**src/rtl/pc_unit_if.sv**
```systemverilog
// Execute/step control bus between the core sequencer and the program-counter unit.
// The slave side is the PC unit; the master side is the core's decode/regfile stage.
interface pc_unit_if #(
    parameter int XLEN = 32
);
    logic            en;
    logic            phase_execute;
    logic            phase_step;
    logic [31:0]     i_instr;
    logic [XLEN-1:0] r_ra;
    logic [XLEN-1:0] r_rb;
    logic            trap_req;
    logic [XLEN-1:0] trap_vector;
    logic [XLEN-1:0] pc;
    logic [XLEN-1:0] r_data;
    logic            r_wen;
    logic            exc_misalign;
    logic [XLEN-1:0] exc_tval;
    logic            busy;

    modport master (
        output en, phase_execute, phase_step, i_instr, r_ra, r_rb, trap_req, trap_vector,
        input  pc, r_data, r_wen, exc_misalign, exc_tval, busy
    );

    modport slave (
        input  en, phase_execute, phase_step, i_instr, r_ra, r_rb, trap_req, trap_vector,
        output pc, r_data, r_wen, exc_misalign, exc_tval, busy
    );
endinterface

```
**src/rtl/pc_unit.sv**
```systemverilog
// Program counter with RV32I/RV64I BRANCH/JAL/JALR resolution, alignment checking
// and a trap redirect path, sequenced by the core's execute/step strobes.
module pc_unit #(
    parameter int              XLEN         = 32,
    parameter logic [XLEN-1:0] RESET_VECTOR = '0,
    parameter int              IALIGN       = 32
) (
    input  logic     clk,
    input  logic     rst,
    pc_unit_if.slave bus
);
    typedef enum logic [1:0] {
        ST_READY   = 2'd0,
        ST_PENDING = 2'd1,
        ST_FAULT   = 2'd2
    } state_t;

    localparam logic [6:0] OP_BRANCH = 7'b1100011;
    localparam logic [6:0] OP_JAL    = 7'b1101111;
    localparam logic [6:0] OP_JALR   = 7'b1100111;

    // Low address bits that must be zero for a legal instruction target.
    localparam logic [XLEN-1:0] ALIGN_MASK = (IALIGN == 16) ? XLEN'(1) : XLEN'(3);

    state_t          state_reg, state_next;
    logic [XLEN-1:0] pc_reg, pc_next;
    logic [XLEN-1:0] next_pc_reg, next_pc_next;
    logic [XLEN-1:0] r_data_reg, r_data_next;
    logic            r_wen_reg, r_wen_next;
    logic            exc_reg, exc_next;
    logic [XLEN-1:0] tval_reg, tval_next;

    logic [6:0]      opcode;
    logic [2:0]      funct3;
    logic [XLEN-1:0] imm_b, imm_j, imm_i;
    logic            is_branch, is_jal, is_jalr, is_link;
    logic            cond, taken, misaligned;
    logic [XLEN-1:0] pc_plus4, target, trap_target;

    assign opcode = bus.i_instr[6:0];
    assign funct3 = bus.i_instr[14:12];

    assign imm_b = {{(XLEN-13){bus.i_instr[31]}}, bus.i_instr[31], bus.i_instr[7],
                    bus.i_instr[30:25], bus.i_instr[11:8], 1'b0};
    assign imm_j = {{(XLEN-21){bus.i_instr[31]}}, bus.i_instr[31], bus.i_instr[19:12],
                    bus.i_instr[20], bus.i_instr[30:21], 1'b0};
    assign imm_i = {{(XLEN-12){bus.i_instr[31]}}, bus.i_instr[31:20]};

    assign is_branch = (opcode == OP_BRANCH);
    assign is_jal    = (opcode == OP_JAL);
    assign is_jalr   = (opcode == OP_JALR) && (funct3 == 3'b000);
    assign is_link   = is_jal || is_jalr;

    always_comb begin
        cond = 1'b0;
        unique case (funct3)
            3'b000:  cond = (bus.r_ra == bus.r_rb);
            3'b001:  cond = (bus.r_ra != bus.r_rb);
            3'b100:  cond = ($signed(bus.r_ra) <  $signed(bus.r_rb));
            3'b101:  cond = ($signed(bus.r_ra) >= $signed(bus.r_rb));
            3'b110:  cond = (bus.r_ra <  bus.r_rb);
            3'b111:  cond = (bus.r_ra >= bus.r_rb);
            default: cond = 1'b0;
        endcase
    end

    assign taken    = (is_branch && cond) || is_link;
    assign pc_plus4 = pc_reg + XLEN'(4);

    always_comb begin
        target = pc_plus4;
        if (is_jal)
            target = pc_reg + imm_j;
        else if (is_jalr)
            target = (bus.r_ra + imm_i) & ~XLEN'(1);
        else if (is_branch && cond)
            target = pc_reg + imm_b;
    end

    assign misaligned  = |(target & ALIGN_MASK);
    assign trap_target = bus.trap_vector & ~ALIGN_MASK;

    // Pulse outputs default low every cycle; all other state holds unless updated.
    always_comb begin
        state_next   = state_reg;
        pc_next      = pc_reg;
        next_pc_next = next_pc_reg;
        r_data_next  = r_data_reg;
        tval_next    = tval_reg;
        r_wen_next   = 1'b0;
        exc_next     = 1'b0;
        if (!bus.en) begin
            state_next = state_reg;
        end else if (bus.trap_req) begin
            pc_next    = trap_target;
            state_next = ST_READY;
        end else begin
            unique case (state_reg)
                ST_READY: begin
                    if (bus.phase_execute) begin
                        if (taken && misaligned) begin
                            exc_next   = 1'b1;
                            tval_next  = target;
                            state_next = ST_FAULT;
                        end else begin
                            next_pc_next = target;
                            state_next   = ST_PENDING;
                            if (is_link) begin
                                r_data_next = pc_plus4;
                                r_wen_next  = 1'b1;
                            end
                        end
                    end
                end
                ST_PENDING: begin
                    if (bus.phase_step) begin
                        pc_next    = next_pc_reg;
                        state_next = ST_READY;
                    end
                end
                ST_FAULT: state_next = ST_FAULT;
                default:  state_next = ST_READY;
            endcase
        end
    end

    always_ff @(posedge clk) begin
        if (rst) begin
            state_reg   <= ST_READY;
            pc_reg      <= RESET_VECTOR;
            next_pc_reg <= RESET_VECTOR;
            r_data_reg  <= '0;
            r_wen_reg   <= 1'b0;
            exc_reg     <= 1'b0;
            tval_reg    <= '0;
        end else begin
            state_reg   <= state_next;
            pc_reg      <= pc_next;
            next_pc_reg <= next_pc_next;
            r_data_reg  <= r_data_next;
            r_wen_reg   <= r_wen_next;
            exc_reg     <= exc_next;
            tval_reg    <= tval_next;
        end
    end

    assign bus.pc           = pc_reg;
    assign bus.r_data       = r_data_reg;
    assign bus.r_wen        = r_wen_reg;
    assign bus.exc_misalign = exc_reg;
    assign bus.exc_tval     = tval_reg;
    assign bus.busy         = (state_reg != ST_READY);
endmodule

```
**src/flat_wrapper.sv**
```systemverilog
// flat-port wrapper written by rule: the top's interface ports become plain ports
module pc_unit_flat 
#(
    parameter int              XLEN         = 32,
    parameter logic [XLEN-1:0] RESET_VECTOR = '0,
    parameter int              IALIGN       = 32
)
  (clk, rst, bus_en, bus_phase_execute, bus_phase_step, bus_i_instr, bus_r_ra, bus_r_rb, bus_trap_req, bus_trap_vector, bus_pc, bus_r_data, bus_r_wen, bus_exc_misalign, bus_exc_tval, bus_busy);
  pc_unit_if #(.XLEN(XLEN)) bus_i ();
  input  logic clk;
  input  logic rst;
  input wire logic [$bits(bus_i.en)-1:0] bus_en;
  input wire logic [$bits(bus_i.phase_execute)-1:0] bus_phase_execute;
  input wire logic [$bits(bus_i.phase_step)-1:0] bus_phase_step;
  input wire logic [$bits(bus_i.i_instr)-1:0] bus_i_instr;
  input wire logic [$bits(bus_i.r_ra)-1:0] bus_r_ra;
  input wire logic [$bits(bus_i.r_rb)-1:0] bus_r_rb;
  input wire logic [$bits(bus_i.trap_req)-1:0] bus_trap_req;
  input wire logic [$bits(bus_i.trap_vector)-1:0] bus_trap_vector;
  output wire logic [$bits(bus_i.pc)-1:0] bus_pc;
  output wire logic [$bits(bus_i.r_data)-1:0] bus_r_data;
  output wire logic [$bits(bus_i.r_wen)-1:0] bus_r_wen;
  output wire logic [$bits(bus_i.exc_misalign)-1:0] bus_exc_misalign;
  output wire logic [$bits(bus_i.exc_tval)-1:0] bus_exc_tval;
  output wire logic [$bits(bus_i.busy)-1:0] bus_busy;
  assign bus_i.en = bus_en;
  assign bus_i.phase_execute = bus_phase_execute;
  assign bus_i.phase_step = bus_phase_step;
  assign bus_i.i_instr = bus_i_instr;
  assign bus_i.r_ra = bus_r_ra;
  assign bus_i.r_rb = bus_r_rb;
  assign bus_i.trap_req = bus_trap_req;
  assign bus_i.trap_vector = bus_trap_vector;
  assign bus_pc = bus_i.pc;
  assign bus_r_data = bus_i.r_data;
  assign bus_r_wen = bus_i.r_wen;
  assign bus_exc_misalign = bus_i.exc_misalign;
  assign bus_exc_tval = bus_i.exc_tval;
  assign bus_busy = bus_i.busy;
  pc_unit #(.XLEN(XLEN), .RESET_VECTOR(RESET_VECTOR), .IALIGN(IALIGN)) u_core (.clk(clk), .rst(rst), .bus(bus_i));
endmodule
```
**config.mk**
```make
export PLATFORM = sky130hd
export DESIGN_NAME = pc_unit_flat
export DESIGN_NICKNAME = d
export VERILOG_FILES = /design/src/rtl/pc_unit_if.sv /design/src/rtl/pc_unit.sv /design/src/flat_wrapper.sv
export SDC_FILE = /design/constraint.sdc
export NUM_CORES = 1
export LEC_CHECK = 0
export ABC_AREA = 1
export BUFFER_PORTS_ARGS = -buffer_cell sky130_fd_sc_hd__buf_2
export CORE_MARGIN = 2
export CORE_UTILIZATION = 40
export DETAILED_ROUTE_END_ITERATION = 12
export GPL_ROUTABILITY_DRIVEN = 0
export PLACE_DENSITY_LB_ADDON = 0.08
export SYNTH_ARGS = -nofsm -noshare
export SYNTH_HDL_FRONTEND = slang
export SYNTH_SLANG_ARGS = --single-unit
```
**constraint.sdc**
```tcl
create_clock -name clk -period 4.25 [get_ports clk]
set_clock_uncertainty 0.15 [all_clocks]
set_input_delay 0.6375 -clock clk [delete_from_list [all_inputs] [get_ports clk]]
set_output_delay 0.6375 -clock clk [all_outputs]
set_load 0.01 [all_outputs]
```
* Word-level counts from Yosys, hierarchy flattened
Index checks and enable logic that the tools add are counted.
W data, S select, Z words.
** Word-level totals
- Flip-flop bits (word level) :: 132
- Input bits :: 134
- Output and inout port bits :: 99
- Logic and storage cells :: 66
** Cells by class
- Add/sub/neg operators :: 4
- Order comparisons :: 4
- Eq/ne operators :: 14
- Muxes and demuxes :: 14
- Bitwise logic cells :: 5
- Reductions and logical operators :: 18
** Operators by type and width (number)
- $mux W32 :: 6
- $add A32 B32 Y32 :: 3
- $ge A32 B32 Y1 :: 2
- $lt A32 B32 Y1 :: 2
- $add A32 B3 Y32 const B :: 1
- $eq A32 B32 Y1 :: 1
- $ne A32 B32 Y1 :: 1
- $eq A7 B7 Y1 const B :: 3
- $eq A3 B3 Y1 const B :: 4
- $reduce_and A5 Y1 :: 2
- $mux W2 :: 4
- $ne A3 B3 Y1 const B :: 2
- $pmux W1 S6 :: 1
- $pmux W2 S3 :: 1
- $reduce_and A3 Y1 :: 2
- $reduce_and A6 Y1 :: 1
- $reduce_bool A2 Y1 :: 3
- $reduce_or A6 Y1 :: 1
- $not A1 Y1 :: 5
- $reduce_or A5 Y1 :: 1
- $eq A3 B1 Y1 const B :: 1
- $logic_and A1 B1 Y1 :: 3
- $logic_not A3 Y1 :: 1
- $eq A2 B1 Y1 const B :: 1
- 5 further kinds :: 7

* Longest topological paths before layout
Gate-level depths: netlist of the first run.
- Depth in word-level cells :: 12
- Depth in mapped cells :: 28

* Least setup slack after synthesis of the first run
No wires, ideal clock.
- Path type :: input-to-reg
- Start :: input bus_i_instr[21]
- End :: register u_core.tval_reg[19], in the netlist u_core.bus.exc_tval[19]
- Setup time :: 0.064 ns
- Arrival :: 2.972 ns
- Data required time :: 4.036 ns
- Setup slack :: 1.064 ns
- Stages on the path :: 14
- Path through :: ha_1 -> inv_1 -> fa_1 -> o21ai_0 -> a21oi_1 -> o21ai_2 -> a21boi_0 -> o21ai_0 -> a21oi_1 -> or2_2 -> nand3_1 -> and3_1 -> nor2_1 -> nor2_1
** On the way
- Cells in the longest elaborated chain, start to end :: 6
** Ends and longest elaborated chain
- start: declaration :: RTL line flat_wrapper.sv:15 : input wire logic [$bits(bus_i.i_instr)-1:0] bus_i_instr;
- $add A32 B32 Y32 :: RTL line pc_unit.sv:75 : target = (bus.r_ra + imm_i) & ~XLEN'(1);
- $mux W32 :: RTL line pc_unit.sv:74 : else if (is_jalr)
- $mux W32 * :: RTL line pc_unit.sv:72 : if (is_jal)
- $reduce_or A2 Y1 :: RTL line pc_unit.sv:80 : assign misaligned = |(target & ALIGN_MASK);
- $logic_and A1 B1 Y1 :: RTL line pc_unit.sv:101 : if (taken && misaligned) begin
- $reduce_and A5 Y1 (no line)
- end signal: assignment :: RTL line pc_unit.sv:143 : tval_reg <= tval_next;
- end: declaration :: RTL line pc_unit.sv:31 : logic [XLEN-1:0] tval_reg, tval_next;
Every way passes the cells marked *; elsewhere a longest branch is shown, timed or not.
A chain may end at the register's enable or synchronous reset.

* Worst setup path after layout of the first run
- Start :: register u_core.pc_reg[2], in the netlist u_core.bus.pc[2]
- End :: register u_core.tval_reg[29], in the netlist u_core.bus.exc_tval[29]
** On the way
- Cells in the longest elaborated chain, start to end :: 4
** Ends and longest elaborated chain
- start: declaration :: RTL line pc_unit.sv:26 : logic [XLEN-1:0] pc_reg, pc_next;
- start signal: assignment :: RTL line pc_unit.sv:138 : pc_reg <= pc_next;
- $add A32 B3 Y32 / $add A32 B32 Y32 (equally long branches) :: RTL line pc_unit.sv:68, pc_unit.sv:77
- $mux W32 :: RTL line pc_unit.sv:76 : else if (is_branch && cond)
- $mux W32 :: RTL line pc_unit.sv:74
- $mux W32 * :: RTL line pc_unit.sv:72
Marks and branches as above.

==> key figures, run 1 <==
Clocking
  – CTS tree: built
  – Htree depth: 4
  – CTS buffer count: 17
  – Maximum buffer depth of the clock tree: 2
  – Post_cts resized: 0
  – Hold buffer count at CTS: 0
  – Post-CTS Setup Inserts: 0
  – Clk pin slew, worst setup/hold paths: 0.06 ns
  – Root Buffer: clkbuf_16
  – Skew-Pair Late Insertion Delay: 0.42 ns
  – Total clock sinks: 132

Floorplanning
  – Row count: 63
  – Num ports: 233
  – Die Y-Extent: 179 um
  – Die Width: 179 um
  – Initial cell density of the core: 40.9%
  – Die area: 31,900 sq um
  – Core area: 29,900 sq um

STA
  – Fmax: 267 MHz
  – Setup TNS: 0 ns
  – Fin. max-slew vios: 0
  – Minimum clock period: 3.74 ns
  – Slew HR: 27.2%
  – Fin crit share: 88.0%
  – Final hold slack: 0.314 ns
  – Hold Vio Cnt, Final: 0
  – Final setup vio count: 0
  – Slew @ Worst Pin: 1.09 ns
  – RSZ-0062 raised after global routing: false

Logic synthesis
  – Synth Area in XOR/XNOR: 5.67%
  – Syn Nets: 2,243
  – Largest family of logic cells by synthesized area: simple AND/OR/NAND/NOR gates
  – Sequential share of the synthesized area: 21.6%
  – Main flop type after synthesis: dfxtp_1
  – Syn Inst Count: 2,000
  – Seq cells post-synth: 132
  – Syn avg cell area: 6.10 sq um
  – Post-synth EDFFs: 0
  – Post-synthesis compound-gate area fraction: 18.9%
  – Synth warn: 0
  – Cell variety after synth: 50
  – Ys async rst share: 0%
  – Post-Syn Area: 12,200 sq um
  – Synth Area in Adders: 11.4%
  – Post-Synth Simple-Gate Area: 31.8%
  – Multiplexer area fraction after synthesis: 0%

Power and ir drop
  – Psw: 1420 uW
  – Pint: 2650 uW
  – Combinational power share: 27.7%
  – Sw Share: 34.9%
  – PD cells: 279 nW/um^2
  – Clock power frac: 39.1%
  – Flop pwr share: 33.1%
  – Worst vdd ir: 273 uV
  – Leak: 0.00767 uW

Finish
  – Area Overhead vs Synth: 19.3%
  – Final net count: 2,469
  – Area occupied by multi-input gates: 8290 sq um
  – Final Cell Area: 14,600 sq um
  – Fillers: 3,213
  – Most frequent cells in the layout: nand2_1 (495), nor2_1 (260), inv_1 (252)
  – Diode count: 0
  – Layout cells sized above 1: 15.2%
  – Commonest non-fill, non-tap cell in the layout: nand2_1
  – Register area: 2640 sq um

Global route
  – Overall global routing resource usage: 27.9%
  – Largest net degree at the start of global routing: 65
  – Vias in the first global route: 12,600
  – First-pass GRT wire length: 68.5 mm
  – Grt total ovfl: 0
  – Initial antenna violation count: 0

Drt
  – Metal-1 WL: 20.6 mm
  – Via Count: 13,700
  – TritonRoute pass-1 iters: 6
  – DRC violations left: 0
  – Antenna-violating nets left: 0
  – Met3 WL: 3.00 mm
  – Drt wl/cell: 17.1 um
  – Mean number of vias per cell: 5.23
  – 1st-iter DRT viols: 1,106
  – Final wirelength: 45.0 mm
  – Met2 wire len: 20.0 mm
  – Top Metal Used: met4

Setup path
  – Critical Path Slowest Stage Cell: dfxtp_1
  – Crit path buf inv count: 3
  – Setup CP Type: reg2reg
  – Worst EP required: 4.46 ns
  – Arrival time at the worst endpoint: 3.95 ns
  – Critical path cell sequence: inv_1, fa_1, o21ai_0, buf_4, a21oi_1, o21ai_2, a21boi_0, o21ai_0, buf_4, nand2_1, nand2_1, nand2_1, nand2_1, o21ai_0, o21ai_0, nor2_1, nor2_1
  – Max FO, Critical Path: 6
  – Startpoint types: flip-flop
  – Critical path's top delay family: compound AO/OA/AOI/OAI gates
  – CP peak stage delay: 0.51 ns
  – CP endpoint kind: flip-flop

Job
  – Max-cap violations: 0

Outcome
  – Status: completed

Hold path
  – Min-delay worst type: reg2reg

Place
  – I/O Buffers: 230
  – Estimated wirelength of the detail-placed design: 36.3 mm
  – Post-placement cell area: 13,900 sq um
-- area by class of cell --
type | count | share of cell area [%]
multi-input combinational | 1541 | 57.0
inverter | 261 | 6.75
clock inverter | 14 | 1.31
sequential | 132 | 18.2
clock buffer | 18 | 3.02
tap | 390 | 3.35
timing repair buffer | 273 | 10.5
-- synthesized netlist by cell type, types with 6 or more instances --
library cell	n	share of area [%]
nand3_1	76	3.1
inv_2	7	0.22
buf_2	16	0.66
nand4_1	27	1.4
nor2_1	260	8.0
o21ai_0	136	5.6
or2_2	10	0.51
o21bai_1	19	1.2
nand2_1	495	15
dfxtp_1	132	22
nor3_1	24	0.98
a21boi_0	7	0.43
nor4_1	16	0.82
a21oi_1	185	7.6
o21ai_1	9	0.37
o211ai_1	6	0.37
inv_1	252	7.7
buf_4	6	0.37
o21a_1	7	0.43
ha_1	106	11
xor2_1	53	3.8
a31oi_1	37	1.9
clkbuf_1	40	1.2
xnor2_1	26	1.9
a21o_1	6	0.37
-- stage by stage --
| step | worst slack (ns) | std cells | utilization [%] | power, uW |
|---|---|---|---|---|
| after global routing | 0.195 | 2629 | 48.7 | 4270 |
| after CTS | 0.499 | 2629 | 48.7 | 4060 |
| final | 0.509 | 2629 | 48.7 | 4060 |
| after detailed placement | 0.333 | 2597 | 46.6 | 2480 |
| after global placement | 0.354 | 2597 | 46.6 | 2470 |
| after floorplan | 1.06 | 2000 | - | 2090 |
-- worst min-delay path, cell delays in order, from the launching register on --
cell and delay [ns]:
dfxtp_1 0.31, nand2_1 0.06, a21oi_1 0.05
-- power by group through the flow --
| stage | sequential (uW) | combinational [uW] | clock [uW] |
|---|---|---|---|
| 3_3_place_gp | 1370 | 1100 | 0 |
| 4_1_cts | 1340 | 1120 | 1610 |
| 5_1_grt | 1350 | 1260 | 1660 |
| 6_report | 1350 | 1130 | 1590 |
| 3_5_place_dp | 1370 | 1110 | 0 |
| 2_1_floorplan | 1350 | 738 | 0 |
-- cells by family (layout without fill, tap and decap cells) --
logic type / Yosys count / in the layout
AO/OA/AOI/OAI: 422 / 422
XOR/XNOR: 79 / 79
AND/OR/NAND/NOR: 931 / 931
flip-flops: 132 / 132
buffers and inverters: 327 / 566
adder cells (fa/ha/maj): 109 / 109
-- metal layers --
layer,track usage [%],vias to the layer above
li1,-,6988
met1,37.7,6199
met2,45.0,486
met3,4.43,72
met4,9.93,0
met5,0,-
-- worst paths after layout --
kind | endpoint | slack [ns] | depth (start not counted) | from
min reg2reg | u_core.bus.exc_tval[20] | 0.31 | 2 | u_core.bus.exc_tval[20]
max | u_core.bus.exc_tval[29] | 0.51 | 17 | u_core.bus.pc[2]
min | u_core.bus.exc_tval[20] | 0.31 | 2 | u_core.bus.exc_tval[20]
max reg2reg | u_core.bus.exc_tval[29] | 0.51 | 17 | u_core.bus.pc[2]
(Power assumes the default switching activity.)
==> inputs of run 2 (changes only) <==
==> constraint.sdc (replaced) <==
create_clock -name clk -period 4.25 [get_ports clk]
set_clock_uncertainty 0.15 [all_clocks]
set_input_delay 0.425 -clock clk [delete_from_list [all_inputs] [get_ports clk]]
set_output_delay 0.425 -clock clk [all_outputs]
set_load 0.01 [all_outputs]
==> run 2 against run 1 <==
Net effect: sequential power is essentially flat; count of clock-buffer cells in the layout decreased by 1; power up 0.84%; die area unchanged; fmax down 1.0%; final cell count decreased by 0.38%; critical path depth unchanged; utilization shrank 0.25 points; first-iteration DRC count is 14% higher; clock power increased by 3%; wire length up 0.25%; critical endpoint is now u_core.next_pc_reg[28]; largest cell class unchanged.
==> key figures, run 2 (synthesis results as in run 1) <==
Setup path
  – Max FO, Critical Path: 5 (-1)
  – Setup CP Type: reg2reg
  – Arrival time at the worst endpoint: 3.99 ns (+0.04 ns)
  – CP endpoint kind: flip-flop
  – Startpoint types: flip-flop
  – Worst EP required: 4.46 ns (about the same)
  – Reg2reg path depth: 17 (unchanged)

Finish
  – Final net count: 2,459 (-0.41%)
  – Most frequent cells in the layout: nand2_1 (495), nor2_1 (260), inv_1 (252)
  – Commonest non-fill, non-tap cell in the layout: nand2_1
  – Diode count: 0 (unchanged)
  – Area Overhead vs Synth: 18.7%
  – Layout cells sized above 1: 14.8% (-0.38 points)

Clocking
  – Root Buffer: clkbuf_16
  – CTS buffer count: 17 (unchanged)
  – CTS tree: built
  – Skew-Pair Late Insertion Delay: 0.42 ns (about the same)
  – Clk pin slew, worst setup/hold paths: 0.07 ns (about the same)
  – Total clock sinks: 132 (unchanged)
  – Htree depth: 4 (unchanged)
  – Maximum buffer depth of the clock tree: 2 (unchanged)
  – Hold buffer count at CTS: 0 (unchanged)

Place
  – Estimated wirelength of the detail-placed design: 36.3 mm (about the same)
  – I/O Buffers: 230 (unchanged)
  – Post-Place Setup Slack: 0.357 ns (+0.0235 ns)

STA
  – RSZ-0062 raised after global routing: false
  – Slew @ Worst Pin: 1.11 ns (+0.0169 ns)
  – Fin crit share: 88.9% (+0.92 points)
  – Final setup vio count: 0 (unchanged)
  – Minimum clock period: 3.78 ns (+0.0392 ns)
  – Setup TNS: 0 ns (unchanged)
  – PnR worst setup slack: 0.470 ns (-0.0392 ns)
  – Slew HR: 25.6% (-1.6 points)
  – Fmax: 265 MHz (-1.0%)
  – Fin. max-slew vios: 0 (unchanged)
  – Hold Vio Cnt, Final: 0 (unchanged)

Floorplanning
  – Core area: 29,900 sq um (unchanged)
  – Initial cell density of the core: 40.9% (unchanged)
  – Num ports: 233 (unchanged)
  – Row count: 63 (unchanged)
  – Die Width: 179 um (unchanged)
  – Die Y-Extent: 179 um (unchanged)
  – Die area: 31,900 sq um (unchanged)

Power and ir drop
  – Leak: 0.00762 uW (-0.63%)
  – PD cells: 283 nW/um^2 (+1.4%)
  – Worst vdd ir: 262 uV (-3.9%)

Drt
  – Drt wl/cell: 17.2 um (+0.63%)
  – DRC violations left: 0 (unchanged)
  – Antenna-violating nets left: 0 (unchanged)
  – Final wirelength: 45.1 mm (+0.25%)
  – TritonRoute pass-1 iters: 7 (+1)
  – Via Count: 13,700 (-0.56%)
  – Mean number of vias per cell: 5.22 (-0.18%)
  – 1st-iter DRT viols: 1,256 (+14%)

Global route
  – Largest net degree at the start of global routing: 83 (+28%)
  – First-pass GRT wire length: 69.2 mm (+1.0%)
  – Grt total ovfl: 0 (unchanged)
  – Vias in the first global route: 12,800 (+1.4%)
  – Initial antenna violation count: 0 (unchanged)
  – Overall global routing resource usage: 28.1% (+0.20 points)

Hold path
  – Min-delay worst type: in2reg
  – Hold path depth: 3 (+1)

Job
  – Max-cap violations: 0 (unchanged)

Outcome
  – Status: completed
[run 2: changes by cell type in the layout (fill, tap and decap cells not counted)]
| cell | before | now |
|---|---|---|
| buf_4 | 39 | 30 |
| buf_12 | 4 | 3 |
| bufinv_16 | 3 | 4 |
| clkbuf_8 | 1 | 0 |
| clkinv_2 | 0 | 1 |
| clkinv_4 | 3 | 2 |
| clkinvlp_4 | 1 | 0 |
| inv_6 | 5 | 6 |
| o21ai_0 | 136 | 135 |
| o21ai_1 | 9 | 10 |
[run 2: area by class of cell]
class	count	area, sq um
Timing Repair Buffer	263	1440
Inverter	261	982
Sequential cell	132	2640
Multi-Input combinational cell	1541	8290
Tap cell	390	488
Fill cell	3217	15400
Clock inverter	15	218
Clock buffer	17	425
[run 2: metrics by stage]
| stage | hold WS [ns] | power [uW] | instances | instance area (sq um) | util [%] |
|---|---|---|---|---|---|
| finish | 0.121 | 4100 | 2619 | 14500 | 48.5 |
| global route | 0.125 | 4300 | 2619 | 14500 | 48.5 |
| CTS | 0.104 | 4100 | 2619 | 14500 | 48.5 |
| detailed placement | 0.302 | 2470 | 2587 | 13800 | 46.3 |
| global placement | 0.303 | 2460 | 2587 | 13800 | 46.3 |
| floorplan | 0.291 | 2090 | 2000 | 12200 | - |
[run 2: path summary, 6_finish.rpt]
kind | startpoint | endpoint | slack, ns
max | u_core.bus.pc[3] | u_core.next_pc_reg[28] | 0.47
min | bus_trap_vector[24] | u_core.bus.pc[24] | 0.12
max reg2reg | u_core.bus.pc[3] | u_core.next_pc_reg[28] | 0.47
min reg2reg | u_core.bus.exc_tval[0] | u_core.bus.exc_tval[0] | 0.31
[run 2: critical path: stages, from the launching register on]
cell	delay [ns]
dfxtp_1	0.47
ha_1	0.26
nand3_1	0.13
nor2_1	0.33
nand3_1	0.28
nor2_2	0.24
nand4_1	0.16
nor2_1	0.22
nand4_1	0.14
xnor2_1	0.40
inv_1	0.09
a21oi_1	0.18
o21ai_0	0.21
nand2_1	0.10
nand2_1	0.05
nand2_1	0.16
nor2_1	0.07
nor2_1	0.09
[run 2: power by group]
part	leakage, uW	switching, uW	internal (uW)
combinational	0.00623	715	401
sequential	0.00107	68.5	1280
clock	0.000317	633	1000
[run 2: per-layer routing]
metal	up-vias	track usage, %	part of all wire [%]
met3	65	4.90	7.6
met4	0	10.2	3.5
met1	6129	37.8	45
met5	-	0	0
met2	502	45.1	44
li1	6972	-	-
[run 2: what timing repair did]
item                       CTS  global route
resized for setup            0             1
setup endpoints to repair    0             3
hold endpoints to repair     0             0
setup buffers                0             0
